`src/rtl/regfile_writeback_if.sv`:
```
// regfile_writeback_if: producer channels, issue allocation, scoreboard and regfile write port
interface regfile_writeback_if #(
    parameter int DATA_W = 32,
    parameter int IDX_W  = 5,
    parameter int NREGS  = 2 ** IDX_W
);
    logic              alu_valid;
    logic              alu_ready;
    logic [IDX_W-1:0]  alu_idx;
    logic [DATA_W-1:0] alu_data;
    logic              mem_valid;
    logic              mem_ready;
    logic [IDX_W-1:0]  mem_idx;
    logic [DATA_W-1:0] mem_data;
    logic              alloc_en;
    logic [IDX_W-1:0]  alloc_idx;
    logic [NREGS-1:0]  busy;
    logic              we;
    logic [IDX_W-1:0]  windex;
    logic [DATA_W-1:0] win;

    modport master (
        output alu_valid, alu_idx, alu_data, mem_valid, mem_idx, mem_data, alloc_en, alloc_idx,
        input  alu_ready, mem_ready, busy, we, windex, win
    );

    modport slave (
        input  alu_valid, alu_idx, alu_data, mem_valid, mem_idx, mem_data, alloc_en, alloc_idx,
        output alu_ready, mem_ready, busy, we, windex, win
    );
endinterface

```
`src/rtl/regfile_writeback.sv`:
```
// regfile_writeback: round-robin merge of ALU and load results into the regfile write port,
// plus a pending-write scoreboard set at issue and cleared at writeback acceptance.
module regfile_writeback #(
    parameter int DATA_W = 32,
    parameter int IDX_W  = 5,
    parameter int NREGS  = 2 ** IDX_W
) (
    input logic clk,
    input logic rst_n,
    regfile_writeback_if.slave bus
);
    localparam logic [NREGS-1:0] one_bit = 1;

    logic              last_mem;
    logic              alu_fire;
    logic              mem_fire;
    logic              fire;
    logic [IDX_W-1:0]  idx;
    logic [DATA_W-1:0] data;
    logic [NREGS-1:0]  clr;
    logic [NREGS-1:0]  set;
    logic [NREGS-1:0]  busy_q;
    logic              we_q;
    logic [IDX_W-1:0]  windex_q;
    logic [DATA_W-1:0] win_q;

    // On a tie the channel not granted last wins; reset leaves MEM as last so ALU goes first.
    always_comb begin
        bus.alu_ready = bus.alu_valid && (!bus.mem_valid || last_mem);
        bus.mem_ready = bus.mem_valid && (!bus.alu_valid || !last_mem);
        alu_fire = bus.alu_valid && bus.alu_ready;
        mem_fire = bus.mem_valid && bus.mem_ready;
        fire = alu_fire || mem_fire;
        idx = alu_fire ? bus.alu_idx : bus.mem_idx;
        data = alu_fire ? bus.alu_data : bus.mem_data;
        clr = (fire && idx != '0) ? one_bit << idx : '0;
        set = (bus.alloc_en && bus.alloc_idx != '0) ? one_bit << bus.alloc_idx : '0;
    end

    // OR-ing set after masking clr makes a same-edge alloc win over the writeback.
    always_ff @(posedge clk or negedge rst_n) begin
        if (!rst_n) begin
            last_mem <= 1'b1;
            busy_q <= '0;
            we_q <= 1'b0;
            windex_q <= '0;
            win_q <= '0;
        end else begin
            busy_q <= (busy_q & ~clr) | set;
            we_q <= fire && idx != '0;
            if (fire) begin
                last_mem <= mem_fire;
                windex_q <= idx;
                win_q <= data;
            end
        end
    end

    assign bus.busy = busy_q;
    assign bus.we = we_q;
    assign bus.windex = windex_q;
    assign bus.win = win_q;
endmodule

```
`src/flat_wrapper.sv`:
```
// flat-port wrapper written by rule: the top's interface ports become plain ports
module regfile_writeback_flat 
#(
    parameter int DATA_W = 32,
    parameter int IDX_W  = 5,
    parameter int NREGS  = 2 ** IDX_W
)
  (clk, rst_n, bus_alu_valid, bus_alu_idx, bus_alu_data, bus_mem_valid, bus_mem_idx, bus_mem_data, bus_alloc_en, bus_alloc_idx, bus_alu_ready, bus_mem_ready, bus_busy, bus_we, bus_windex, bus_win);
  regfile_writeback_if #(.DATA_W(DATA_W), .IDX_W(IDX_W), .NREGS(NREGS)) bus_i ();
  input logic clk;
  input logic rst_n;
  input wire logic [$bits(bus_i.alu_valid)-1:0] bus_alu_valid;
  input wire logic [$bits(bus_i.alu_idx)-1:0] bus_alu_idx;
  input wire logic [$bits(bus_i.alu_data)-1:0] bus_alu_data;
  input wire logic [$bits(bus_i.mem_valid)-1:0] bus_mem_valid;
  input wire logic [$bits(bus_i.mem_idx)-1:0] bus_mem_idx;
  input wire logic [$bits(bus_i.mem_data)-1:0] bus_mem_data;
  input wire logic [$bits(bus_i.alloc_en)-1:0] bus_alloc_en;
  input wire logic [$bits(bus_i.alloc_idx)-1:0] bus_alloc_idx;
  output wire logic [$bits(bus_i.alu_ready)-1:0] bus_alu_ready;
  output wire logic [$bits(bus_i.mem_ready)-1:0] bus_mem_ready;
  output wire logic [$bits(bus_i.busy)-1:0] bus_busy;
  output wire logic [$bits(bus_i.we)-1:0] bus_we;
  output wire logic [$bits(bus_i.windex)-1:0] bus_windex;
  output wire logic [$bits(bus_i.win)-1:0] bus_win;
  assign bus_i.alu_valid = bus_alu_valid;
  assign bus_i.alu_idx = bus_alu_idx;
  assign bus_i.alu_data = bus_alu_data;
  assign bus_i.mem_valid = bus_mem_valid;
  assign bus_i.mem_idx = bus_mem_idx;
  assign bus_i.mem_data = bus_mem_data;
  assign bus_i.alloc_en = bus_alloc_en;
  assign bus_i.alloc_idx = bus_alloc_idx;
  assign bus_alu_ready = bus_i.alu_ready;
  assign bus_mem_ready = bus_i.mem_ready;
  assign bus_busy = bus_i.busy;
  assign bus_we = bus_i.we;
  assign bus_windex = bus_i.windex;
  assign bus_win = bus_i.win;
  regfile_writeback #(.DATA_W(DATA_W), .IDX_W(IDX_W), .NREGS(NREGS)) u_core (.clk(clk), .rst_n(rst_n), .bus(bus_i));
endmodule
```
`config.mk`:
```
export PLATFORM = sky130hd
export DESIGN_NAME = regfile_writeback_flat
export DESIGN_NICKNAME = d
export VERILOG_FILES = /design/src/rtl/regfile_writeback_if.sv /design/src/rtl/regfile_writeback.sv /design/src/flat_wrapper.sv
export SDC_FILE = /design/constraint.sdc
export NUM_CORES = 1
export LEC_CHECK = 0
export ABC_AREA = 1
export CORE_MARGIN = 2
export CORE_UTILIZATION = 45
export CTS_CLUSTER_SIZE = 10
export DETAILED_ROUTE_END_ITERATION = 12
export PLACE_DENSITY = 0.95
export SLEW_MARGIN = 20
export SYNTH_ARGS = -nofsm -noshare
export SYNTH_HDL_FRONTEND = slang
export SYNTH_SLANG_ARGS = --single-unit
```
`constraint.sdc`:
```
create_clock -name clk -period 2.8 [get_ports clk]
set_clock_uncertainty 0.15 [all_clocks]
set_input_delay 0.28 -clock clk [delete_from_list [all_inputs] [get_ports clk]]
set_output_delay 0.28 -clock clk [all_outputs]
set_load 0.03 [all_outputs]
```
==> run_results.csv <==
group,metric,value,unit
sta,final-setup-viol-count,0,
placement,pre_cts_ws,0.3391,ns
cts,clock_latency,0.34,ns
placement,dp_hpwl,8475,um
global_route,grt_pass1_vias,3910,
sta,final-hold-violation-count,0,
setup_path,cp.required,2.89,ns
cts,h-tree-depth,3,
cts,holdBufCountCts,1,
synth,yosysSeqAreaShare,51.50,%
setup_path,arrival,2.24,ns
setup_path,r2r_slack,0.71,ns
synth,synth_cells,436,
cells_and_area,layout_common_cells,"152 x clkdlybuf4s50_1, 119 x nand2_1, 70 x dfrtp_1",
sta,drv_slew,0,
global_route,track_usage,27.69,%
floorplanning,die_x,91.59,um
synth,syn_nets,520,
sta,fin_ws,0.6512,ns
floorplanning,die_y,91.59,um
power_and_ir_drop,ir_drop,0.3822,mV
routing,vias,3791,
routing,via_per_inst,5.470,
cts,clkSinkCount,71,
synth,synth.cell_area,3452,um2
sta,fin_crit,2.149,ns
status,status,"completed",
routing,wl_per_cell,16.26,um
routing,dr.pass1.iters,5,
worst_hold_path,min_path_type,"reg -> reg",
worst_hold_path,holdPathStages,0,
global_route,antenna_found_initial,0,
cts,clkTransAtPathRegs,0.08,ns
global_route,grt_max_degree,35,
cells_and_area,layout-drive-gt1-share,9.259,%
power_and_ir_drop,power_density,709.3,nW/um2
placement,place_inst,676,
synth,yosysWarnings,0,
synth,synthTopCellsByArea,"dfrtp_1 51%, nand2_1 13%, nand3_1 5.8%, o21ai_0 5.5%, a21oi_1 4.9%",
floorplanning,std_cell_rows,31,
worst_hold_path,hold_end,"u_core.bus.busy[0]",
routing,ant_nets,0,
global_route,grt_pass1_wl,18390,um
floorplanning,die_area,8388,um2
worst_hold_path,min_from,"u_core.bus.busy[0]",
cts,clockBufferDepth,2,
synth,netlist.area_leader.share,50.74,%
sta,period_share,76.74,%
cells_and_area,antenna-diode-count,0,
cells_and_area,areaGrowthSynthToFinish,53.90,%
routing,routed_wl,11270,um
placement,routabilityCongestion,0.8733,
cts,clockRootBuffer,"clkbuf_8",
synth,synth.avg_cell_area,7.918,um2
setup_path,r2r_cells,6,
sta,hold-worst-slack,0.2339,ns
floorplanning,initial_core_util,47.09,%
sta,rsz0062_at_grt,"no",
floorplanning,num_io_pins,156,
setup_path,critical_path_class,"in -> reg",
setup_path,r2r_start,"u_core.last_mem",
synth,ys_ff_latch,71,
cells_and_area,final_common_cell,"clkdlybuf4s50_1",
setup_path,crit_fanout,11,
sta,max-slew-margin-rel,46.47,%
synth,yosysTopAreaCell,"dfrtp_1",
global_route,globalRouteOverflowTotal,0,
setup_path,cp-end-kind,"flop",
cells_and_area,fin_cells,693,
cts,post_cts_resized,0,
routing,drt_iter0_drc,245,
synth,synthDistinctLibCells,23,
sta,clock.fmax,465.4,MHz
cts,cts_made_buffers,9,
cts,cts_tree,"yes",
sta,worst_pin_slew,0.8029,ns
run,cap_viol_max_count,0,
placement,io_buffers,155,
setup_path,startpoint_type,"input port",
cells_and_area,fin_nets,673,
floorplanning,core_area,7331,um2
cts,postCtsSetupBuffers,0,
sta,tns,0,ns
power_and_ir_drop,p_leak,2.327,nW
routing,drc,0,
setup_path,rr_endpoint,"u_core.bus.windex[3]",
-- layout make-up --
class | instances | area, um2
clock inverter | 5 | 80.08
timing repair buffer | 164 | 1612
multi-input combinational | 321 | 1485
fill | 515 | 2018
sequential | 71 | 1778
inverter | 22 | 82.58
clock buffer | 11 | 151.4
tap | 99 | 123.9
-- cell families after synthesis --
| family | share of synthesized area (%) |
|---|---|
| buf+inv | 5.473 |
| compound gates | 12.79 |
| simple gates | 30.23 |
| flops | 51.50 |
-- worst max-delay path by stage --
stage / from / end / slack, ns
6_report: bus_alu_valid / u_core.bus.busy[15] / 0.65
5_1_grt: bus_alu_valid / u_core.bus.busy[15] / 0.50
4_1_cts: bus_alu_valid / u_core.bus.busy[15] / 0.69
3_5_place_dp: bus_alu_valid / u_core.bus.busy[16] / 0.34
3_3_place_gp: bus_alu_valid / u_core.bus.windex[3] / 0.40
2_1_floorplan: u_core.last_mem / u_core.bus.win[22] / 1.10
-- cell usage after synthesis (all sizes together) --
| master | number |
|---|---|
| a21oi | 35 |
| buf | 7 |
| clkbuf | 15 |
| dfrtp | 70 |
| dfstp | 1 |
| inv | 22 |
| nand2 | 129 |
| nand3 | 42 |
| nand3b | 2 |
| nand4 | 6 |
| nor2 | 52 |
| nor3 | 4 |
| o21ai | 51 |
-- routing by layer --
layer	track usage (%)	wire, um	up-vias
li1	-	-	1729
met4	15.15	502	0
met2	47.18	5609	200
met1	33.15	4417	1810
met5	0	0	-
met3	4.730	737	52
-- power breakdown --
part	switching [mW]	internal, mW
clock	0.386	0.549
combinational	0.863	0.589
sequential	0.140	1.24
total	1.39	2.38
-- critical path, stage by stage --
cell and delay, ns:
clkdlybuf4s50_1 0.71, inv_2 0.11, a21oi_4 0.33, nand2_1 0.11
nand2_2 0.15, inv_2 0.11, nor2_1 0.18, nand3_1 0.11
nand2_1 0.08, nand2_1 0.05
-- per-stage QoR --
| step | utilization [%] | power (mW) | instance area [um2] |
|---|---|---|---|
| after floorplan | - | 2.128 | 3452 |
| after global placement | 69.18 | 2.800 | 5071 |
| after detailed placement | 69.18 | 2.845 | 5071 |
| after CTS | 72.47 | 3.776 | 5313 |
| after global routing | 72.47 | 3.932 | 5313 |
| final | 72.47 | 3.768 | 5313 |
-- sequential cells by signal, summed over array words and instances, names as in the netlist --
register           count
u_core.last_mem        1
u_core.bus.win        32
u_core.bus.windex      5
u_core.bus.busy       32
u_core.bus.we          1
(Power assumes the default switching activity.)
